<file path="src/rtl/uart_rx_os_pkg.sv">
// Shared types, constants and helpers for the oversampled UART receiver
// and its baud-tick generator.
package uart_rx_os_pkg;

    typedef enum logic [1:0] {
        RX_IDLE  = 2'd0,
        RX_START = 2'd1,
        RX_DATA  = 2'd2,
        RX_STOP  = 2'd3
    } uart_rx_state_t;

    localparam int UART_DATA_BITS = 8;

    // Oversample tick divider, floored, never below one clock.
    function automatic int uart_div(input int clk_freq, input int baud, input int os);
        int d;
        d = clk_freq / (baud * os);
        if (d < 1) begin
            return 1;
        end else begin
            return d;
        end
    endfunction

    function automatic logic maj3(input logic a, input logic b, input logic c);
        return (a & b) | (a & c) | (b & c);
    endfunction

endpackage

</file>
<file path="src/rtl/uart_rx_os_if.sv">
// Byte-side port of the UART receiver: data, valid/ready handshake and
// the error flags that travel with it.
interface uart_rx_os_if;
  logic [7:0] dout;
  logic       dout_valid;
  logic       dout_ready;
  logic       frame_err;
  logic       overrun;

  modport master (
    output dout,
    output dout_valid,
    output frame_err,
    output overrun,
    input  dout_ready
  );

  modport slave (
    input  dout,
    input  dout_valid,
    input  frame_err,
    input  overrun,
    output dout_ready
  );
endinterface

</file>
<file path="src/rtl/uart_rx_os_baud_tick.sv">
// Oversample tick generator: one-cycle pulse every DIV clocks, restartable
// so the sampling phase can be locked to a start edge.
module uart_baud_tick
  import uart_rx_os_pkg::*;
#(
  parameter int CLK_FREQ = 1000000,
  parameter int BAUD     = 9600,
  parameter int OS       = 16
) (
  input  logic clk,
  input  logic rst_n,
  input  logic clr,
  output logic tick
);
  localparam int DIV = uart_div(CLK_FREQ, BAUD, OS);
  localparam int CW  = (DIV > 1) ? $clog2(DIV) : 1;
  localparam logic [CW-1:0] LAST = CW'(DIV - 1);

  logic [CW-1:0] cnt_q, cnt_d;
  logic          tick_q;

  // Next count: restart on clear, wrap at the last phase.
  always_comb begin
    cnt_d = cnt_q;
    if (clr) begin
      cnt_d = '0;
    end else if (cnt_q == LAST) begin
      cnt_d = '0;
    end else begin
      cnt_d = cnt_q + CW'(1);
    end
  end

  // Counter and registered tick, high whenever the count sits at LAST.
  always_ff @(posedge clk or negedge rst_n) begin
    if (!rst_n) begin
      cnt_q  <= '0;
      tick_q <= 1'b0;
    end else begin
      cnt_q  <= cnt_d;
      tick_q <= (cnt_d == LAST);
    end
  end

  assign tick = tick_q;
endmodule

</file>
<file path="src/rtl/uart_rx_os.sv">
// 16x-oversampled 8N1 UART receiver with 3-sample majority vote, glitch-start
// rejection, framing-error pulse and a one-entry valid/ready holding register.
module uart_rx_os
  import uart_rx_os_pkg::*;
#(
  parameter int CLK_FREQ = 1000000,
  parameter int BAUD     = 9600,
  parameter int OS       = 16
) (
  input  logic            clk,
  input  logic            rst_n,
  input  logic            rx,
  output logic            busy,
  uart_rx_os_if.master    dbus
);
  localparam int OSW = $clog2(OS);
  localparam logic [OSW-1:0] S_LO  = OSW'(OS/2 - 1);
  localparam logic [OSW-1:0] S_MID = OSW'(OS/2);
  localparam logic [OSW-1:0] S_HI  = OSW'(OS/2 + 1);
  localparam logic [OSW-1:0] S_END = OSW'(OS - 1);
  localparam logic [2:0]     LAST_BIT = 3'(UART_DATA_BITS - 1);

  logic           sync1_q, sync2_q;
  uart_rx_state_t state_q;
  logic [OSW-1:0] os_q;
  logic [2:0]     bit_q;
  logic [1:0]     samp_q;
  logic [7:0]     shift_q;
  logic           armed_q;
  logic           busy_q;
  logic [7:0]     dout_q;
  logic           dout_valid_q, frame_err_q, overrun_q;

  logic           rx_s, tick_s, start_s, vote_s, vote_tick_s;
  logic           deliver_s, ferr_s;
  logic [OSW-1:0] os_nxt_s;

  // Two-flop synchronizer, preset to the idle line level.
  always_ff @(posedge clk or negedge rst_n) begin
    if (!rst_n) begin
      sync1_q <= 1'b1;
      sync2_q <= 1'b1;
    end else begin
      sync1_q <= rx;
      sync2_q <= sync1_q;
    end
  end
  assign rx_s = sync2_q;

  // A new start is only armed once the line has been seen high in IDLE,
  // so a held-low break produces a single framing error.
  assign start_s     = (state_q == RX_IDLE) && armed_q && !rx_s;
  assign vote_tick_s = tick_s && (os_q == S_HI);
  assign vote_s      = maj3(samp_q[1], samp_q[0], rx_s);
  assign os_nxt_s    = (os_q == S_END) ? '0 : os_q + OSW'(1);
  assign deliver_s   = (state_q == RX_STOP) && vote_tick_s && vote_s;
  assign ferr_s      = (state_q == RX_STOP) && vote_tick_s && !vote_s;

  uart_baud_tick #(
    .CLK_FREQ (CLK_FREQ),
    .BAUD     (BAUD),
    .OS       (OS)
  ) u_tick (
    .clk   (clk),
    .rst_n (rst_n),
    .clr   (start_s),
    .tick  (tick_s)
  );

  // Capture the first two of the three vote samples.
  always_ff @(posedge clk or negedge rst_n) begin
    if (!rst_n) begin
      samp_q <= 2'b11;
    end else if (tick_s && (os_q == S_LO)) begin
      samp_q[1] <= rx_s;
    end else if (tick_s && (os_q == S_MID)) begin
      samp_q[0] <= rx_s;
    end else begin
      samp_q <= samp_q;
    end
  end

  // Receive FSM with registered busy.
  always_ff @(posedge clk or negedge rst_n) begin
    if (!rst_n) begin
      state_q <= RX_IDLE;
      os_q    <= '0;
      bit_q   <= 3'd0;
      shift_q <= 8'h00;
      armed_q <= 1'b0;
      busy_q  <= 1'b0;
    end else begin
      case (state_q)
        RX_IDLE: begin
          if (rx_s) begin
            armed_q <= 1'b1;
          end
          if (start_s) begin
            state_q <= RX_START;
            os_q    <= '0;
            bit_q   <= 3'd0;
            busy_q  <= 1'b1;
          end
        end
        RX_START: begin
          if (tick_s) begin
            os_q <= os_nxt_s;
            if (vote_tick_s && vote_s) begin
              state_q <= RX_IDLE;
              busy_q  <= 1'b0;
            end else if (os_q == S_END) begin
              state_q <= RX_DATA;
            end
          end
        end
        RX_DATA: begin
          if (tick_s) begin
            os_q <= os_nxt_s;
            if (vote_tick_s) begin
              shift_q <= {vote_s, shift_q[7:1]};
            end
            if (os_q == S_END) begin
              if (bit_q == LAST_BIT) begin
                state_q <= RX_STOP;
              end else begin
                bit_q <= bit_q + 3'd1;
              end
            end
          end
        end
        RX_STOP: begin
          if (tick_s) begin
            os_q <= os_nxt_s;
            // Leave at mid stop bit so the next start edge is caught early.
            if (vote_tick_s) begin
              state_q <= RX_IDLE;
              busy_q  <= 1'b0;
              armed_q <= 1'b0;
            end
          end
        end
        default: begin
          state_q <= RX_IDLE;
          busy_q  <= 1'b0;
        end
      endcase
    end
  end

  // Holding register: accept frees it, a delivery into a full unaccepted
  // register is dropped and flagged as overrun.
  always_ff @(posedge clk or negedge rst_n) begin
    if (!rst_n) begin
      dout_q       <= 8'h00;
      dout_valid_q <= 1'b0;
      frame_err_q  <= 1'b0;
      overrun_q    <= 1'b0;
    end else begin
      frame_err_q <= ferr_s;
      if (dout_valid_q && dbus.dout_ready) begin
        dout_valid_q <= 1'b0;
        overrun_q    <= 1'b0;
      end
      if (deliver_s) begin
        if (!dout_valid_q || dbus.dout_ready) begin
          dout_q       <= shift_q;
          dout_valid_q <= 1'b1;
        end else begin
          overrun_q <= 1'b1;
        end
      end
    end
  end

  assign busy            = busy_q;
  assign dbus.dout       = dout_q;
  assign dbus.dout_valid = dout_valid_q;
  assign dbus.frame_err  = frame_err_q;
  assign dbus.overrun    = overrun_q;
endmodule

</file>
<file path="src/flat_wrapper.sv">
// flat-port wrapper written by rule: the top's interface ports become plain ports
module uart_rx_os_flat import uart_rx_os_pkg::*;
#(
  parameter int CLK_FREQ = 1000000,
  parameter int BAUD     = 9600,
  parameter int OS       = 16
)
  (clk, rst_n, rx, busy, dbus_dout, dbus_dout_valid, dbus_frame_err, dbus_overrun, dbus_dout_ready);
  uart_rx_os_if dbus_i ();
  input  logic clk;
  input  logic rst_n;
  input  logic rx;
  output logic busy;
  output wire logic [$bits(dbus_i.dout)-1:0] dbus_dout;
  output wire logic [$bits(dbus_i.dout_valid)-1:0] dbus_dout_valid;
  output wire logic [$bits(dbus_i.frame_err)-1:0] dbus_frame_err;
  output wire logic [$bits(dbus_i.overrun)-1:0] dbus_overrun;
  input wire logic [$bits(dbus_i.dout_ready)-1:0] dbus_dout_ready;
  assign dbus_dout = dbus_i.dout;
  assign dbus_dout_valid = dbus_i.dout_valid;
  assign dbus_frame_err = dbus_i.frame_err;
  assign dbus_overrun = dbus_i.overrun;
  assign dbus_i.dout_ready = dbus_dout_ready;
  uart_rx_os #(.CLK_FREQ(CLK_FREQ), .BAUD(BAUD), .OS(OS)) u_core (.clk(clk), .rst_n(rst_n), .rx(rx), .busy(busy), .dbus(dbus_i));
endmodule
</file>
<file path="config.mk">
export PLATFORM = sky130hd
export DESIGN_NAME = uart_rx_os_flat
export DESIGN_NICKNAME = d
export VERILOG_FILES = /design/src/rtl/uart_rx_os_pkg.sv /design/src/rtl/uart_rx_os_if.sv /design/src/rtl/uart_rx_os_baud_tick.sv /design/src/rtl/uart_rx_os.sv /design/src/flat_wrapper.sv
export SDC_FILE = /design/constraint.sdc
export NUM_CORES = 1
export LEC_CHECK = 0
export ABC_AREA = 1
export BUFFER_PORTS_ARGS = -buffer_cell sky130_fd_sc_hd__buf_2
export CAP_MARGIN = 20
export CORE_MARGIN = 8
export CORE_UTILIZATION = 52
export DETAILED_ROUTE_END_ITERATION = 8
export GPL_ROUTABILITY_DRIVEN = 0
export GPL_TIMING_DRIVEN = 0
export PLACE_DENSITY = 0.77
export SYNTH_ARGS = -nofsm -noshare
export SYNTH_HDL_FRONTEND = slang
export SYNTH_SLANG_ARGS = --single-unit
</file>
<file path="constraint.sdc">
create_clock -name clk -period 1.4 [get_ports clk]
set_input_delay 0.42 -clock clk [delete_from_list [all_inputs] [get_ports clk]]
set_output_delay 0.42 -clock clk [all_outputs]
set_load 0.05 [all_outputs]
</file>
# --- Word-level counts from Yosys, hierarchy flattened ---
# Index checks and enable logic that the tools add are counted.
totals:
  register_bits: 38
  word_cells: 109
op_classes:
  add_sub_neg: 3
  n_eq_ne: 22
  muxes: 35
  bitwise_logic: 6
  reduce_logical: 27
op_table:
  columns: ["cell", "n"]
  rows:
  - ["2-bit 2-to-1 mux", 9]
  - ["3-bit 2-to-1 mux", 6]
  - ["2-bit by 1-bit != test with 1-bit output (second input constant)", 7]
  - ["4-bit equality test (second input constant)", 3]
  - ["1-bit 2-to-1 mux", 12]
  - ["4-bit 2-to-1 mux", 3]
  - ["1-bit logical AND", 10]
  - ["3-bit equality test (second input constant)", 3]
  - ["2-bit != test (second input constant)", 4]
  - ["2-bit case mux with 4 select lines", 1]
  - ["4-bit case mux with 2 select lines", 1]
  - ["8-bit AND reduction", 1]
  - ["3-bit by 1-bit adder with 3-bit output (second input constant)", 2]
  - ["3-bit case mux with 2 select lines", 1]
  - ["2-bit AND reduction", 3]
  - ["6-bit AND reduction", 1]
  - ["5-bit AND reduction", 1]
  - ["4-bit by 1-bit adder with 4-bit output (second input constant)", 1]
  - ["2-bit equality test (second input constant)", 2]
  - ["4-bit by 3-bit equality test with 1-bit output (second input constant)", 1]
  - ["4-bit AND reduction", 1]
  - ["2-bit nonzero test", 2]
  - ["1-bit bitwise AND", 3]
  - ["1-bit zero test", 3]
  - ["11 further kinds", 12]

# --- Depth between registers and ports, before layout ---
# Gate-level depths: netlist (run 1).
depth:
  depth_word: 7
  ltp_mapped: 9

# --- Hierarchy ---
# Synthesis (run 1) repeated with hierarchy kept, for this count alone.
hier_totals:
  hier_cells: 210
  hier_area_um2: 1873.0
modules_own_cells:
  columns: ["module", "instances", "cells_each", "area_per_inst_um2", "seq_area_each_um2"]
  rows:
  - ["uart_rx_os", 1, 192, 1711.6, 855.8]
  - ["uart_baud_tick", 1, 18, 161.4, 100.1]

# --- Worst setup path after synthesis (run 1) ---
# Ideal clock, no wire load.
synth_timing:
  kind: "register -> register"
  startpoint: "register u_core.os_q[1]"
  endpoint: "register u_core.dout_q[0] (netlist: u_core.dbus.dout[0])"
  setup_time_ns: 0.119
  arrival_time_ns: 1.305
  required_time_ns: 1.281
  setup_slack_ns: -0.024
  path_stages_with_launch: 9
  path_buffers: 1
  path_cell_list: "dfrtp_1 -> inv_1 -> ha_1 -> nand4_4 -> nor2_4 -> nand3_4 -> buf_6 -> nand2_2 -> o21ai_2"
synth_between:
  elab_chain_len: 5
synth_lines:
  columns: ["element", "line_no", "rtl"]
  rows:
  - ["from (decl)", "uart_rx_os.sv:25", "logic [OSW-1:0] os_q;"]
  - ["from (signal assigned)", "uart_rx_os.sv:107", "os_q <= os_nxt_s;"]
  - ["from (signal assigned)", "uart_rx_os.sv:118", "os_q <= os_nxt_s;"]
  - ["from (signal assigned)", "uart_rx_os.sv:133", "os_q <= os_nxt_s;"]
  - ["4-bit equality test", "uart_rx_os.sv:53", "assign vote_tick_s = tick_s && (os_q == S_HI);"]
  - ["1-bit logical AND", "uart_rx_os.sv:53", null]
  - ["1-bit logical AND (2 in series)", "uart_rx_os.sv:56", "assign deliver_s = (state_q == RX_STOP) && vote_tick_s && vote_s;"]
  - ["2-bit AND reduction (no source line)", null, null]
  - ["to (signal assigned)", "uart_rx_os.sv:166", "dout_q <= shift_q;"]
  - ["to (decl)", "uart_rx_os.sv:31", "logic [7:0] dout_q;"]
# Every way passes these cells.
# A chain may end at the register's enable or synchronous reset.

# --- Worst setup path after layout (run 1) ---
# Ends and elaborated chain as after synthesis.

==> results.md, run 1 <==
* CTS Buf Count at 5
* WP depth at 8
* Worst-path cell chain: inv_2 > ha_4 > nand4_4 > nor2_4 > nand3_4 > buf_8 > nand2_2 > o21ai_2
* RSZ-0062 raised after global routing: true
* Mapped cell area at 1780 µm²
* Status: finished with violations
* Max FO, Critical Path at 10
* Hold bufs inserted after CTS at 0
* Pleak at 1.12 nW
* GRT Util Overall at 13.9%
* Top delay family on crit path: simple AND/OR/NAND/NOR gates
* Layout Cells excl Fill at 274
* # DRC at 0
* Post-route antenna net violation count at 0
* Final Cell Area at 2390 µm²
* Diodes inserted at 0
* Final core utilization at 72.1%
* Startpoint Class: flip-flop
* Drt wl/cell at 15.2 µm
* Synthesis-stage register bit count at 38
* Clk_skew at 10.2 ps
* Setup CP Type: flip-flop to flip-flop
* Drt pass-1 iters at 4
* Yosys warning count at 0
* Logic pwr share at 32.2%
* Slew margin rel. at 44.3%
* Worst min path class: input pin to flip-flop
* Inst Count DP at 252
* Seq pwr share at 43.7%
* Yosys top cell area share at 47.8%
* Primary FF master, synth: dfrtp_1
* Largest net degree at the start of global routing at 39
* WP data required at 1650 ps
* Core Rows at 21
* Worst reg2reg path depth at 8
* Buf/Inv on CP at 2
* Max H-tree Level at 2
* IO Port Bufs at 15
* Skew-Pair Late Insertion Delay at 350 ps
* Worst-case clock buffer depth at 2
* Filler Cells Inserted at 229
* Tmin final at 1470 ps
* Crit-path max cell delay at 420 ps
* Hold Path Cell Cnt at 1
* Hpwl dp at 2390 µm
* First-pass GRT wire length at 5810 µm
* Grt total ovfl at 0
* Hold Slack at 149 ps
* Final Max Tran Viols at 0
* Post-DP Area at 1930 µm²
* Post-synthesis cell count at 191
* Via count at 1446
* Area delta synth->final at 34.2%
* Average size of a mapped cell at 9.32 µm²
* Async S/R FF share, synth at 100%
* Slowest cell on the critical path: dfrtp_1
* Register area share after synthesis at 53.7%
* Vias per std cell at 5.28
* Commonest non-fill, non-tap cell in the layout: nand2_1
* Starting density of the core at 53.7%
* Final WS setup at -72.2 ps
* Multi-input logic area at 886 µm²
* Worst-path clk slew at 110 ps
* Number of enable flip-flop cells after synthesis at 0
* Register area at 958 µm²
* Crit path DAT at 1720 ps
* Clock network power share at 24.1%
* Initial antenna violation count at 0
* Internal power at 2.05 mW
* DR iter-0 viols at 95
* Final hold viol count at 0
* CP endpoint kind: flip-flop
* Layout cells sized above 1 at 44.3%
* CTS tree: yes
* VDD IR-drop max at 0.617 mV
* Failing checks: setup timing
* Die area at 5550 µm²
* Final period utilization at 105%
* Core area at 3310 µm²
* Routed WL at 4170 µm
* Die Y at 74.5 µm
* Power per cell area at 1360 nW/µm²
* Number of global-route vias before repair at 1275
* Synthesized Nets at 200
* Worst-margin pin slew at 836 ps
* Cell taking the most area after synthesis: dfrtp_1
* Clock sinks at 38
* Synth area leaders: dfrtp_1 48%, nand2_1 10%, dfstp_2 5.9%
* Final Setup Violations at 22
* Nets@finish at 237
* Commonest non-fill, non-tap cells in the layout: 35 x nand2_1, 32 x dfrtp_1, 21 x inv_1, 15 x o21ai_2, 14 x buf_4
* Io pins at 16
* Root Driver: clkbuf_4
* Max-cap viol count at 0
* Sw Ratio at 37.1%
* Net Sw Power at 1.21 mW
* Unique masters post-synth at 28
* Peak Freq at 0.679 GHz
* Chip width at 74.5 µm
## layout make-up
type                    instances  area share [%]
inverters                      27            4.35
clock buffers                   6            2.15
multi-input cells             124            37.1
plain buffers                   2            1.10
well taps                      46            2.41
clock inverters                 1            1.26
repair buffers                 30            11.5
flip-flops and latches         38            40.1
## metal layers
layer | wire (µm) | GRT usage, % | vias up | share of wire (%)
li1 | - | - | 687 | -
met1 | 1760 | 17.2 | 718 | 42
met2 | 2170 | 21.2 | 31 | 52
met3 | 152 | 4.85 | 10 | 3.6
met4 | 86 | 5.87 | 0 | 2.1
met5 | 0 | 0 | - | 0
## path summary, 6_finish.rpt
kind                       slack [ps]             endpoint      startpoint
max                               -70  u_core.dbus.dout[0]  u_core.os_q[1]
min                               150       u_core.sync1_q              rx
max in group asynchronous         670    u_core.state_q[0]           rst_n
min in group asynchronous         160      u_core.bit_q[0]           rst_n
max reg2reg                       -70  u_core.dbus.dout[0]  u_core.os_q[1]
min reg2reg                       370          u_core.rx_s  u_core.sync1_q
## power groups by stage
| stage | Combinational (mW) | Clock, mW | Sequential [mW] |
|---|---|---|---|
| 2_1_floorplan | 0.632 | 0 | 1.44 |
| 6_report | 1.05 | 0.782 | 1.42 |
| 3_5_place_dp | 0.864 | 0 | 1.43 |
| 5_1_grt | 1.15 | 0.827 | 1.45 |
| 3_3_place_gp | 0.831 | 0 | 1.42 |
| 4_1_cts | 0.948 | 0.778 | 1.41 |
## stage by stage
| stage | power, mW | setup slack, ps | setup TNS (ps) |
|---|---|---|---|
| 6_report | 3.25 | -72.2 | -619 |
| 5_1_grt | 3.43 | -126 | -2000 |
| 3_3_place_gp | 2.25 | -72.9 | -381 |
| 4_1_cts | 3.14 | -83.6 | -178 |
| 3_5_place_dp | 2.29 | -137 | -689 |
| 2_1_floorplan | 2.07 | 38.7 | 0 |
## kinds of logic (layout without fill, tap and decap cells)
kind of cell | count (synthesis) | after routing | share of synthesized area [%]
AND/OR/NAND/NOR | 85 | 85 | 23.8
flip-flops | 38 | 38 | 53.7
AO/OA/AOI/OAI | 33 | 33 | 11.7
buffers and inverters | 29 | 66 | 6.75
adder cells (fa/ha/maj) | 5 | 5 | 3.52
XOR/XNOR | 1 | 1 | 0.492
## flip-flops by register name, indices dropped and copies added, names as in the netlist, named ones only
signal,cells
u_core.dbus.dout_valid,1
u_core.os_q,4
u_core.u_tick.cnt_q,3
u_core.dbus.overrun,1
u_core.u_tick.tick,1
u_core.dbus.dout,8
u_core.shift_q,8
u_core.busy,1
u_core.dbus.frame_err,1
u_core.rx_s,1
u_core.state_q,1
u_core.sync1_q,1
u_core.bit_q,3
u_core.armed_q,1
u_core.samp_q,2
## cell usage after synthesis, drive strengths merged (2+ instances only)
cell type	count
buf	2
dfrtp	34
dfstp	4
ha	5
inv	27
nand2	51
nand3	11
nand4	5
nor2	14
nor3	2
o21ai	29
## worst register-to-register path: stages, from the launching register on
cell,delay [ps]
dfrtp_1,420
inv_2,80
ha_4,140
nand4_4,110
nor2_4,190
nand3_4,110
buf_8,170
nand2_2,70
o21ai_2,60
## timing repair
item / in CTS / in global routing
buffers inserted: 6 / 8
pin swaps: 5 / 5
cloned: 0 / 1
setup endpoints to repair: 22 / 34
hold endpoints to repair: 0 / 0
gates resized for setup: 17 / 58
Note: power is estimated with default switching activity, not from simulation.
==> run 2: changes to the inputs <==
==> constraint.sdc (replaced) <==
create_clock -name clk -period 1.4 [get_ports clk]
set_input_delay 0.42 -clock clk [delete_from_list [all_inputs] [get_ports clk]]
set_output_delay 0.42 -clock clk [all_outputs]
set_load 0.02 [all_outputs]
==> run 2 against run 1 <==
Against the previous run: the flow still finishes with violations (setup timing); utilization down 3.6 points; flip-flop and latch count stayed put; non-clock buffer count is 3 lower; cell count is 0.73% lower; combinational power hardly changed; worst hold slack improved by 5.6 ps; sequential power barely moved; power is 0.35% lower; die area stayed put; clock skew up 0.90 ps; count of clock-buffer cells in the layout grew 1.
==> results.md, run 2 (synthesized netlist as in run 1, its figures left out) <==
* Crit path DAT at 1700 ps (was 1720 ps)
* Worst-path clk slew at 110 ps (about the same)
* Skew-Pair Late Insertion Delay at 350 ps (about the same)
* Clk_skew at 11.1 ps (was 10.2 ps)
* Via count at 1332 (was 1446)
* Worst-case clock buffer depth at 2 (unchanged)
* Slowest cell on the critical path: dfrtp_1 (unchanged)
* Sw Ratio at 35.4% (was 37.1%)
* CTS Buf Count at 5 (unchanged)
* Peak Freq at 0.689 GHz (was 0.679 GHz)
* Hold bufs inserted after CTS at 0 (unchanged)
* Final period utilization at 104% (was 105%)
* Drt wl/cell at 12.5 µm (was 15.2 µm)
* Buf/Inv on CP at 0 (was 2)
* Setup CP Type: flip-flop to flip-flop (unchanged)
* RSZ-0062 raised after global routing: true (unchanged)
* Worst-margin pin slew at 821 ps (was 836 ps)
* Commonest non-fill, non-tap cells in the layout: 40 x nand2_1, 33 x dfrtp_1, 21 x inv_1, 14 x o21ai_2, 12 x buf_2 (was 35 x nand2_1, 32 x dfrtp_1, 21 x inv_1, 15 x o21ai_2, 14 x buf_4)
* Logic pwr share at 32.2% (about the same)
* Power per cell area at 1430 nW/µm² (was 1360 nW/µm²)
* Commonest non-fill, non-tap cell in the layout: nand2_1 (unchanged)
* Clock sinks at 38 (unchanged)
* # DRC at 0 (unchanged)
* Total power at 3.24 mW (was 3.25 mW)
* Inst Count DP at 252 (unchanged)
* Worst path most repeated cell: nand2_1
* Area delta synth->final at 27.6% (was 34.2%)
* Worst-path cell chain: ha_2 > ha_4 > nand2_2 > o21bai_1 > nand2_1 > nor2_4 > nand3_2 > nand2_1 > nand2_1 (was inv_2 > ha_4 > nand4_4 > nor2_4 > nand3_4 > buf_8 > nand2_2 > o21ai_2)
* VDD IR-drop max at 1.19 mV (was 0.617 mV)
* Failing checks: setup timing (unchanged)
* Initial antenna violation count at 0 (unchanged)
* Root Driver: clkbuf_4 (unchanged)
* Largest net degree at the start of global routing at 39 (unchanged)
* Met1 Use GR at 17.5% (was 17.2%)
* Drt pass-1 iters at 4 (unchanged)
* Max-cap viol count at 0 (unchanged)
* WP data required at 1650 ps (about the same)
* Internal power at 2.09 mW (was 2.05 mW)
* Die Y at 74.5 µm (unchanged)
* Seq pwr share at 43.6% (was 43.7%)
* CTS tree: yes (unchanged)
* DR iter-0 viols at 75 (was 95)
* Tmin final at 1450 ps (was 1470 ps)
* Worst reg2reg setup slack at -50 ps (was -70 ps)
* GRT Util Overall at 13.4% (was 13.9%)
* Post-DP Area at 1920 µm² (was 1930 µm²)
* Met3 Use GR at 3.37% (was 4.85%)
* Routed WL at 3410 µm (was 4170 µm)
* Starting density of the core at 53.7% (unchanged)
* Post-route antenna net violation count at 0 (unchanged)
* Vias per std cell at 4.90 (was 5.28)
* Core area at 3310 µm² (unchanged)
* Grt peak-use layer: met2 (unchanged)
* Met2 usage at 19.7% (was 21.2%)
* Nets@finish at 234 (was 237)
* Slew margin rel. at 45.3% (was 44.3%)
* Die area at 5550 µm² (unchanged)
* IO Port Bufs at 15 (unchanged)
* Final WS setup at -50.3 ps (was -72.2 ps)
* CP endpoint kind: flip-flop (unchanged)
* Layout cells sized above 1 at 39.4% (was 44.3%)
* Core Rows at 21 (unchanged)
* Layout Cells excl Fill at 272 (was 274)
* Top delay family on crit path: simple AND/OR/NAND/NOR gates (unchanged)
* Crit-path max cell delay at 390 ps (was 420 ps)
* Chip width at 74.5 µm (unchanged)
* Worst reg2reg path depth at 9 (was 8)
* Max H-tree Level at 2 (unchanged)
* Final Max Tran Viols at 0 (unchanged)
* Grt total ovfl at 0 (unchanged)
* Diodes inserted at 0 (unchanged)
* Startpoint Class: flip-flop (unchanged)
* Io pins at 16 (unchanged)
* First-pass GRT wire length at 5740 µm (was 5810 µm)
* Final hold viol count at 0 (unchanged)
* Clock network power share at 24.2% (was 24.1%)
* Number of global-route vias before repair at 1259 (was 1275)
* Filler Cells Inserted at 249 (was 229)
* Status: finished with violations (unchanged)
* Net Sw Power at 1.15 mW (was 1.21 mW)
* Max FO, Critical Path at 4 (was 10)
* Pleak at 1.06 nW (was 1.12 nW)
* Final Setup Violations at 10 (was 22)
* Setup tns final at -220 ps (was -619 ps)
* Worst min path class: input pin to async pin (was input pin to flip-flop)
* Final Cell Area at 2270 µm² (was 2390 µm²)
* Worst r2r src: u_core.bit_q[0] (was u_core.os_q[1])
* Hpwl dp at 2180 µm (was 2390 µm)
==> run 2: cell type report <==
type	instances	area (µm²)	share of cell area [%]
inverter	27	104	4.57
clock inverter	1	30.0	1.32
multi-input combinational	124	833	36.7
tap	46	57.6	2.53
sequential	38	957	42.1
clock buffer	7	55.1	2.42
timing repair buffer	27	208	9.15
buffer	2	26.3	1.16
==> run 2: repair_timing <==
action                                  4_1_cts  5_1_grt
cloned                                        0        1
endpoints found under the setup margin       15       24
gates resized for setup                      13       30
setup buffers                                 8        3
endpoints found under the hold margin         0        0
pin swaps                                     6        6
==> run 2: per-stage QoR <==
step / hold slack, ps / util, % / setup slack [ps]
6_report: 155 / 68.6 / -50.3
5_1_grt: 145 / 68.6 / -126
4_1_cts: 146 / 64.3 / -27.5
3_5_place_dp: 348 / 57.9 / -121
3_3_place_gp: 347 / 57.9 / -113
2_1_floorplan: 124 / - / 1.79
==> run 2: routing by layer <==
metal / vias up / part of all wire, %
li1: 687 / -
met1: 621 / 48
met2: 17 / 46
met3: 7 / 4.2
met4: 0 / 2.2
met5: - / 0
==> run 2: worst reg2reg max path, delay by kind of cell, from the launching register on <==
| kind | cells | cell delay, ps |
|---|---|---|
| AND/OR/NAND/NOR | 6 | 470 |
| flip-flops | 1 | 390 |
| AO/OA/AOI/OAI | 1 | 160 |
| adder cells (fa/ha/maj) | 2 | 330 |
==> run 2: worst max-delay path by stage <==
stage	from	end	slack, ps	cells after the start
2_1_floorplan	u_core.os_q[1]	u_core.dbus.dout[7]	2	8
3_3_place_gp	u_core.os_q[1]	u_core.dbus.dout[7]	-110	8
3_5_place_dp	u_core.os_q[1]	u_core.dbus.dout[7]	-120	8
4_1_cts	u_core.bit_q[0]	flip-flop	-30	9
5_1_grt	u_core.bit_q[0]	flip-flop	-130	9
6_report	u_core.bit_q[0]	flip-flop	-50	9
==> run 2: power by group through the flow <==
stage                     combinational (mW)  clock (mW)  sequential, mW
after detailed placement               0.806           0            1.41
after floorplan                        0.622           0            1.40
after CTS                              0.928       0.804            1.39
final                                   1.04       0.783            1.41
after global placement                 0.785           0            1.41
after global routing                    1.17       0.839            1.44
